===== config.mk =====
export PLATFORM = sky130hd
export DESIGN_NAME = ifft_butterfly
export DESIGN_NICKNAME = d
export VERILOG_FILES = /design/src/rtl/fft_pkg.sv /design/src/rtl/cmul_conj_pipe.sv /design/src/rtl/ifft_butterfly.sv
export SDC_FILE = /design/constraint.sdc
export NUM_CORES = 2
export LEC_CHECK = 0
export ABC_AREA = 1
export CAP_MARGIN = 30
export CORE_UTILIZATION = 45
export CTS_BUF_LIST = sky130_fd_sc_hd__clkbuf_8 sky130_fd_sc_hd__clkbuf_16
export CTS_CLUSTER_DIAMETER = 150
export DETAILED_ROUTE_END_ITERATION = 7
export HOLD_SLACK_MARGIN = 0.12
export MAX_ROUTING_LAYER = met4
export SYNTH_ARGS = -nofsm -noshare
export SYNTH_HDL_FRONTEND = slang
export SYNTH_HIERARCHICAL = 1
export SYNTH_SLANG_ARGS = --single-unit
export TNS_END_PERCENT = 20

===== constraint.sdc =====
create_clock -name i_clk -period 12.05 [get_ports i_clk]
set_input_delay 1.8075 -clock i_clk [delete_from_list [all_inputs] [get_ports i_clk]]
set_output_delay 1.8075 -clock i_clk [all_outputs]
set_load 0.03 [all_outputs]

===== src/rtl/fft_pkg.sv =====
`default_nettype none
// fft_pkg: shared complex sample type, Q1.15 constants and 16-bit saturation for the FFT/IFFT butterflies.
// Rev 1.0
package fft_pkg;

  localparam int Q_FRAC   = 15;
  localparam int SAT_IN_W = 36;

  localparam logic signed [15:0] SAT_MAX = 16'sh7FFF;
  localparam logic signed [15:0] SAT_MIN = 16'sh8000;

  typedef struct packed {
    logic signed [15:0] re;
    logic signed [15:0] im;
  } cplx_t;

  typedef struct packed {
    logic signed [15:0] val;
    logic               ovf;
  } sat_t;

  // Clamp a wide signed intermediate to Q1.15 and flag whether clamping happened.
  function automatic sat_t sat16(input logic signed [SAT_IN_W-1:0] x);
    sat_t r;
    r.val = x[15:0];
    r.ovf = 1'b0;
    if (x > SAT_IN_W'(SAT_MAX)) begin
      r.val = SAT_MAX;
      r.ovf = 1'b1;
    end else if (x < SAT_IN_W'(SAT_MIN)) begin
      r.val = SAT_MIN;
      r.ovf = 1'b1;
    end
    return r;
  endfunction

endpackage
`default_nettype wire


===== src/rtl/cmul_conj_pipe.sv =====
`default_nettype none
// cmul_conj_pipe: registered partial products of diff * conj(W); the pairs are combined downstream.
// Rev 1.0
module cmul_conj_pipe #(
  parameter int DW = 16
) (
  input  logic                i_clk,
  input  logic                i_rst_n,
  input  logic                i_en,
  input  logic signed [DW:0]  i_dr,
  input  logic signed [DW:0]  i_di,
  input  logic signed [DW-1:0] i_wr,
  input  logic signed [DW-1:0] i_wi,
  output logic signed [2*DW:0] o_p_rr,
  output logic signed [2*DW:0] o_p_ii,
  output logic signed [2*DW:0] o_p_ir,
  output logic signed [2*DW:0] o_p_ri
);

  localparam int c_PW = 2*DW + 1;

  logic signed [c_PW-1:0] p_rr_d, p_ii_d, p_ir_d, p_ri_d;
  logic signed [c_PW-1:0] p_rr_q, p_ii_q, p_ir_q, p_ri_q;

  // Operands widened first so the full (DW+1)x(DW) product is kept.
  always_comb begin
    p_rr_d = c_PW'(i_dr) * c_PW'(i_wr);
    p_ii_d = c_PW'(i_di) * c_PW'(i_wi);
    p_ir_d = c_PW'(i_di) * c_PW'(i_wr);
    p_ri_d = c_PW'(i_dr) * c_PW'(i_wi);
  end

  always_ff @(posedge i_clk or negedge i_rst_n) begin
    if (!i_rst_n) begin
      p_rr_q <= '0;
      p_ii_q <= '0;
      p_ir_q <= '0;
      p_ri_q <= '0;
    end else if (i_en) begin
      p_rr_q <= p_rr_d;
      p_ii_q <= p_ii_d;
      p_ir_q <= p_ir_d;
      p_ri_q <= p_ri_d;
    end
  end

  assign o_p_rr = p_rr_q;
  assign o_p_ii = p_ii_q;
  assign o_p_ir = p_ir_q;
  assign o_p_ri = p_ri_q;

endmodule
`default_nettype wire


===== src/rtl/ifft_butterfly.sv =====
`default_nettype none
// ifft_butterfly: 3-stage radix-2 DIF inverse butterfly, A'=(A+B)>>S, B'=((A-B)*conj(W))>>S, valid/ready.
// Rev 1.0
module ifft_butterfly
  import fft_pkg::*;
#(
  parameter int SCALE = 1,
  parameter int DW    = 16
) (
  input  logic            i_clk,
  input  logic            i_rst_n,
  input  logic            i_valid,
  output logic            o_ready,
  input  logic [2*DW-1:0] i_a,
  input  logic [2*DW-1:0] i_b,
  input  logic [2*DW-1:0] i_w,
  output logic            o_valid,
  input  logic            i_ready,
  output logic [2*DW-1:0] o_a,
  output logic [2*DW-1:0] o_b,
  output logic            o_ovf
);

  localparam int c_SW = DW + 1;
  localparam int c_PW = 2*DW + 1;
  localparam int c_XW = SAT_IN_W;
  localparam logic signed [c_XW-1:0] c_RND_A = c_XW'((1 << SCALE) >> 1);
  localparam logic signed [c_XW-1:0] c_RND_B = c_XW'(64'sd1 <<< (Q_FRAC - 1 + SCALE));

  logic  w_en;
  cplx_t w_a, w_b, w_w;

  logic signed [c_SW-1:0] s1_sum_re_d, s1_sum_im_d, s1_dif_re_d, s1_dif_im_d;
  logic                   s1_valid_q;
  logic signed [c_SW-1:0] s1_sum_re_q, s1_sum_im_q, s1_dif_re_q, s1_dif_im_q;
  logic signed [DW-1:0]   s1_w_re_q, s1_w_im_q;

  logic                   s2_valid_q;
  logic signed [c_SW-1:0] s2_sum_re_q, s2_sum_im_q;
  logic signed [c_PW-1:0] w_p_rr, w_p_ii, w_p_ir, w_p_ri;

  logic signed [c_XW-1:0] w_pr, w_pi, w_ar_x, w_ai_x, w_br_x, w_bi_x;
  sat_t                   w_sat_ar, w_sat_ai, w_sat_br, w_sat_bi;
  cplx_t                  s3_a_d, s3_b_d, s3_a_q, s3_b_q;
  logic                   s3_ovf_d, s3_ovf_q, s3_valid_q;

  // The whole pipe advances together; an empty output slot or a taking sink frees it.
  assign w_en    = !s3_valid_q | i_ready;
  assign o_ready = w_en;

  assign w_a = cplx_t'(i_a);
  assign w_b = cplx_t'(i_b);
  assign w_w = cplx_t'(i_w);

  always_comb begin
    s1_sum_re_d = c_SW'(w_a.re) + c_SW'(w_b.re);
    s1_sum_im_d = c_SW'(w_a.im) + c_SW'(w_b.im);
    s1_dif_re_d = c_SW'(w_a.re) - c_SW'(w_b.re);
    s1_dif_im_d = c_SW'(w_a.im) - c_SW'(w_b.im);
  end

  always_ff @(posedge i_clk or negedge i_rst_n) begin
    if (!i_rst_n) begin
      s1_valid_q  <= 1'b0;
      s1_sum_re_q <= '0;
      s1_sum_im_q <= '0;
      s1_dif_re_q <= '0;
      s1_dif_im_q <= '0;
      s1_w_re_q   <= '0;
      s1_w_im_q   <= '0;
      s2_valid_q  <= 1'b0;
      s2_sum_re_q <= '0;
      s2_sum_im_q <= '0;
    end else if (w_en) begin
      s1_valid_q  <= i_valid;
      s1_sum_re_q <= s1_sum_re_d;
      s1_sum_im_q <= s1_sum_im_d;
      s1_dif_re_q <= s1_dif_re_d;
      s1_dif_im_q <= s1_dif_im_d;
      s1_w_re_q   <= w_w.re;
      s1_w_im_q   <= w_w.im;
      s2_valid_q  <= s1_valid_q;
      s2_sum_re_q <= s1_sum_re_q;
      s2_sum_im_q <= s1_sum_im_q;
    end
  end

  cmul_conj_pipe #(
    .DW (DW)
  ) u_cmul (
    .i_clk   (i_clk),
    .i_rst_n (i_rst_n),
    .i_en    (w_en),
    .i_dr    (s1_dif_re_q),
    .i_di    (s1_dif_im_q),
    .i_wr    (s1_w_re_q),
    .i_wi    (s1_w_im_q),
    .o_p_rr  (w_p_rr),
    .o_p_ii  (w_p_ii),
    .o_p_ir  (w_p_ir),
    .o_p_ri  (w_p_ri)
  );

  // Round-half-up by adding half an LSB of the target before the arithmetic shift.
  always_comb begin
    w_pr     = c_XW'(w_p_rr) + c_XW'(w_p_ii);
    w_pi     = c_XW'(w_p_ir) - c_XW'(w_p_ri);
    w_ar_x   = (c_XW'(s2_sum_re_q) + c_RND_A) >>> SCALE;
    w_ai_x   = (c_XW'(s2_sum_im_q) + c_RND_A) >>> SCALE;
    w_br_x   = (w_pr + c_RND_B) >>> (Q_FRAC + SCALE);
    w_bi_x   = (w_pi + c_RND_B) >>> (Q_FRAC + SCALE);
    w_sat_ar = sat16(w_ar_x);
    w_sat_ai = sat16(w_ai_x);
    w_sat_br = sat16(w_br_x);
    w_sat_bi = sat16(w_bi_x);
    s3_a_d   = '{re: w_sat_ar.val, im: w_sat_ai.val};
    s3_b_d   = '{re: w_sat_br.val, im: w_sat_bi.val};
    s3_ovf_d = w_sat_ar.ovf | w_sat_ai.ovf | w_sat_br.ovf | w_sat_bi.ovf;
  end

  always_ff @(posedge i_clk or negedge i_rst_n) begin
    if (!i_rst_n) begin
      s3_valid_q <= 1'b0;
      s3_a_q     <= '0;
      s3_b_q     <= '0;
      s3_ovf_q   <= 1'b0;
    end else if (w_en) begin
      s3_valid_q <= s2_valid_q;
      s3_a_q     <= s3_a_d;
      s3_b_q     <= s3_b_d;
      s3_ovf_q   <= s3_ovf_d;
    end
  end

  assign o_valid = s3_valid_q;
  assign o_a     = s3_a_q;
  assign o_b     = s3_b_q;
  assign o_ovf   = s3_ovf_q;

endmodule
`default_nettype wire

-- After elaboration in Yosys (flattened, before gate mapping)
Index checks and enable logic that the tools add are counted.
- register bits after elaboration: 334
- input port bits: 100
- word-level logic and storage cells: 55
- output and inout bits: 67
- reductions and logical operators: 1
- muxes and demuxes: 8
- order comparisons: 8
- $add $sub $neg: 10
- $mul: 4
- bitwise operators: 4
- operators with widths (kind ; number):
    2-to-1 mux 17 bit ; 8
    multiplier 17 x 16 -> 33 bit ; 4
    adder 34 x 17 -> 35 bit (second input constant) ; 2
    > comparator 19 x 16 -> 1 bit (second input constant) ; 2
    less-than comparator 19 x 16 -> 1 bit (second input constant) ; 2
    adder 17 x 2 -> 18 bit (second input constant) ; 2
    adder 16 x 16 -> 17 bit ; 2
    adder 33 x 33 -> 34 bit ; 1
    > comparator 17 x 16 -> 1 bit (second input constant) ; 2
    less-than comparator 17 x 16 -> 1 bit (second input constant) ; 2
    subtractor 16 x 16 -> 17 bit ; 2
    subtractor 33 x 33 -> 34 bit ; 1
    bitwise OR 1 bit ; 4
    zero test 1 bit ; 1

-- Logic depth before layout (Yosys ltp)
- depth after elaboration: 7
- gate-level depth with buffers: 30
- mapped depth without buffers: 28

-- Hierarchy
The synthesis kept the hierarchy.
- modules (own cells, without submodules) (module ; cells each ; area each (um2) ; sequential area each (um2) ; instances):
    cmul_conj_pipe ; 6621 ; 49884.1 ; 3303.2 ; 1
    ifft_butterfly ; 2171 ; 15608.7 ; 5004.8 ; 1

-- Worst setup path before layout
No wires, ideal clock.
- path kind: register -> register
- start point: register s1_w_im_q[3]
- end point: register u_cmul.p_ii_q[24] (netlist: u_cmul/o_p_ii[24])
- buffers on the path: 2
- data required time: 11.932 ns
- period minus slack after synthesis: 5.578 ns
- arrival: 5.460 ns
- setup time: 0.118 ns
- cell stages (with the launch flop): 25
- slack: 6.472 ns
- path through: dfrtp_1 > clkbuf_1 > clkbuf_1 > nand2_1 > inv_1 > fa_1 > fa_1 > fa_1 > fa_1 > fa_1 > inv_1 > fa_1 > inv_1 > ha_1 > nand2_1 > inv_1 > nand2_1 > nand2_1 > inv_1 > nand2_1 > inv_1 > nand3_1 > or2_1 > nand3_1 > nand2_1
- longest elaborated chain between the ends: 1
- ends and longest elaborated chain (element ; line ; text):
    start: declaration ; ifft_butterfly.sv:36 ; logic signed [DW-1:0] s1_w_re_q, s1_w_im_q;
    start signal: assignment ; ifft_butterfly.sv:81 ; s1_w_im_q <= w_w.im;
    multiplier 17 x 16 -> 33 bit ; cmul_conj_pipe.sv:28 ; p_ii_d = c_PW'(i_di) * c_PW'(i_wi);
    end signal: assignment ; cmul_conj_pipe.sv:41 ; p_ii_q <= p_ii_d;
    end: declaration ; cmul_conj_pipe.sv:23 ; logic signed [c_PW-1:0] p_rr_q, p_ii_q, p_ir_q, p_ri_q;
Every way passes these cells.
A chain may end at the register's enable or synchronous reset.

-- Final worst setup path
- start point: register s1_dif_re_q[16]
- end point: register u_cmul.p_rr_q[32] (netlist: u_cmul/o_p_rr[32])
- longest elaborated chain between the ends: 1
- ends and longest elaborated chain (element ; line ; text):
    start: declaration ; ifft_butterfly.sv:35 ; logic signed [c_SW-1:0] s1_sum_re_q, s1_sum_im_q, s1_dif_re_q, s1_dif_im_q;
    start signal: assignment ; ifft_butterfly.sv:78 ; s1_dif_re_q <= s1_dif_re_d;
    multiplier 17 x 16 -> 33 bit ; cmul_conj_pipe.sv:27 ; p_rr_d = c_PW'(i_dr) * c_PW'(i_wr);
    end signal: assignment ; cmul_conj_pipe.sv:40 ; p_rr_q <= p_rr_d;
    end: declaration ; cmul_conj_pipe.sv:23 ;
Every way passes these cells.

==> metrics.md <==
| Metric | Value |
|---|---|
| Final setup viols | 0 |
| RSZ-0062 raised after global routing | no |
| TritonCTS sink count | 332 |
| Gates resized, CTS repair | 0 |
| First-pass iteration count of the detailed router | 8 |
| Post-Layout Cell Count | 10700 |
| WS Path Type | register to register |
| Number of flops mapped to enable cells by yosys | 0 |
| Worst r2r path cells | 21 |
| Slew @ Worst Pin | 1.009 ns |
| Cell count after synthesis | 8792 |
| Cell taking the most area after synthesis | fa_1 |
| Most common cell in the synthesized netlist | nand2_1 |
| Crit path from | s1_dif_re_q[16] |
| Clock slew seen by the registers of the worst setup and hold paths | 0.06 ns |
| Final ANT Viol Nets | 0 |
| Critical R2R Launch | s1_dif_re_q[16] |
| Status | complete, but fails checks |
| Final Critical Period | 6.606 ns |
| Reg2Reg Setup Slack | 5.44 ns |
| Synth Area in Compound Gates | 4.998% |
| Longest Clk Path Bufs | 3 |
| Nets | 10500 |
| # rows | 139 |
| Num CTS Buffers | 46 |
| Slew HR | 32.74% |
| Width of the die | 383.5 µm |
| Hold Path Class | register to register |
| Worst Setup End Kind | register |
| Mux contribution to synthesized area | 0% |
| Xor and xnor fraction of the mapped netlist area | 1.792% |
| Core Footprint | 144000 µm² |
| Tcrit/Tclk final | 54.82% |
| Wirelength, routed | 193.7 mm |
| CP most frequent cell | fa_1 |
| Total global routing overflow | 0 |
| Initial Util | 45.48% |
| Register area share after synthesis | 12.69% |
| Post-CTS Setup Bufs | 0 |
| Wire per inst | 18.09 µm |
| GRT Overall Usage | 27.78% |
| Top-area cell type share of the netlist area | 33.87% |
| Ant diodes | 0 |
| Most common flop cell mapped by yosys | dfrtp_1 |
| Max-Cap Viols | 0 |
| GPL Wtd Cong | 0.9316 |
| Root buf cell | clkbuf_16 |
| Hpwl dp | 152.4 mm |
| Largest family of logic cells by synthesized area | adder cells |
| Number of max-slew violations in the final report | 0 |
| Critical Path RT | 12.59 ns |
| Yosys cell types | 51 |
| P&R area growth vs syn | 7.680% |
| # fillers | 14540 |
| End of the critical path | u_cmul/o_p_rr[32] |
| Later-pin clock latency in the skew report | 0.66 ns |
| Port Buffer Count | 166 |
| Largest net degree at the start of global routing | 97 |
| H-tree depth | 2 |
| F_max | 0.1514 GHz |
| Setup TNS | 0 ns |
| CP Cell Sequence | buf_4 -> nand2_1 -> inv_1 -> fa_1 -> fa_1 -> fa_1 -> fa_1 -> fa_1 -> inv_1 -> fa_1 -> inv_1 -> ha_1 -> nand2_1 -> nor2_1 -> and2_1 -> and2_1 -> nand2_1 -> nand2_1 -> nand3_1 -> nand3_1 -> nand2_1 |
| Failing checks | design-rule violations |
| Startpoint types | register |
| Routed via count | 53760 |
| Multi-input combinational cell area | 47450 µm² |
| CP max stage cell | fa_1 |
| Largest stage delay on the critical path | 0.94 ns |
| Post-Place Cells | 10620 |
| Register Area | 8337 µm² |
| Most frequent cells after synthesis | nand2_1 (2604), inv_1 (2256), fa_1 (1108) |
| Initial antenna violation count | 3 |
| Chip height | 383.5 µm |
| Vias in the first global route | 56060 |
| Syn Area/Cell | 7.449 µm² |
| Post-synth net total | 10530 |
| Clock skew | 0.04246 ns |
| Via density | 5.023 |
| Share of cells above drive strength 1 | 3.091% |
| Initial DRC Count | 3772 |
| Yosys Warn Count | 6 |
| Count of final hold-check violations | 0 |
| Worst R2R End | u_cmul/o_p_rr[32] |
| TritonCTS clock tree | built |
| Drt drc | 3 |
| Asr flop ratio synth | 100.0% |
| Top post-synthesis cells by area | fa_1 (34%), nand2_1 (15%), inv_1 (13%), dfrtp_1 (13%), ha_1 (10%) |
| Die ar. | 147100 µm² |
| Number of synthesized register bits | 332 |
| Synthesized area | 65490 µm² |
| I/O pin count | 167 |
| Simple-Gate Fraction of Synth Area | 21.66% |
| Worst EP arrival | 7.14 ns |
| Crit Path Max Fanout | 18 |
| First-pass GRT wire length | 310.9 mm |
| Post-Synth Adder-Cell Area | 43.99% |
| CTS Hold Bufs | 0 |
cell type report:
| cell class | instances | area share (%) |
|---|---|---|
| clock buffer | 51 | 1.746 |
| clock inverter | 34 | 0.4613 |
| inverter | 2261 | 12.05 |
| multi-input combinational | 5883 | 67.29 |
| sequential | 332 | 11.82 |
| tap | 1903 | 3.376 |
| timing repair buffer | 240 | 3.259 |
worst min-delay path by stage:
stage	startpoint	endpoint	slack [ns]	cells past startpoint
detailed placement	s2_valid_q	o_valid	0.45	2
global placement	s2_valid_q	o_valid	0.43	2
floorplan	s2_valid_q	o_valid	0.42	2
finish	s2_valid_q	o_valid	0.47	2
CTS	s2_valid_q	o_valid	0.47	2
global route	s1_sum_re_q[3]	s1_sum_re_q[3]	0.49	2
registers in the layout (all words and copies together), names as in the netlist:
register	cells
o_a	32
o_b	32
o_ovf	1
o_valid	1
s1_dif_im_q	16
s1_dif_re_q	17
s1_sum_im_q	17
s1_sum_re_q	16
s1_valid_q	1
s1_w_im_q	16
s1_w_re_q	16
s2_sum_im_q	17
s2_sum_re_q	17
s2_valid_q	1
u_cmul/o_p_ii	33
u_cmul/o_p_ir	33
u_cmul/o_p_ri	33
u_cmul/o_p_rr	33
per-stage QoR:
| stage | hold slack, ns | utilization (%) | area [µm²] | worst slack [ns] |
|---|---|---|---|---|
| 2_1_floorplan | 0.4198 | - | 65490 | 6.472 |
| 3_3_place_gp | 0.4339 | 47.81 | 68850 | 5.529 |
| 3_5_place_dp | 0.4513 | 47.84 | 68890 | 5.465 |
| 4_1_cts | 0.4654 | 48.92 | 70450 | 5.451 |
| 5_1_grt | 0.4934 | 48.97 | 70520 | 5.002 |
| 6_report | 0.4655 | 48.97 | 70520 | 5.444 |
cell usage in the layout, fill, tap and decap left out, drive strengths merged, types with 2 or more instances in the layout:
cell,n
o31ai,5
or2,20
a31oi,21
nand3,258
a21o,12
clkbuf,51
nor4,5
buf,75
xor2,68
and2,14
ha,530
fa,1108
nand2,2621
o21bai,34
o21a,4
nand3b,24
nand4,59
nor3,58
o211ai,4
xnor2,66
a21oi,273
clkinv,15
dfrtp,332
bufinv,4
clkinvlp,4
o21ai,227
a21boi,10
clkdlybuf4s50,165
inv,2272
and3,2
nor2,455
logic make-up after synthesis:
logic type,count (synthesis)
buf+inv,2577
flops,332
xor+xnor,134
fa+ha+maj,1638
simple gates,3517
compound gates,594
metal layers:
layer | GRT usage (%) | routed length (µm) | up-vias
met3 | 3.013 | 10590 | 204
met5 | - | 0 | -
li1 | - | - | 25530
met4 | 6.780 | 5039 | 0
met2 | 44.51 | 90610 | 1307
met1 | 37.69 | 87440 | 26730
worst max-delay path, delay by kind of cell (launching register included):
| family | cells | cell delay, ns |
|---|---|---|
| buf+inv | 4 | 0.63 |
| simple gates | 10 | 1.11 |
| fa+ha+maj | 7 | 3.88 |
| flops | 1 | 0.85 |
Power is not shown: default switching activity piles up to over one toggle a cycle in this logic, so the estimate is an artifact.
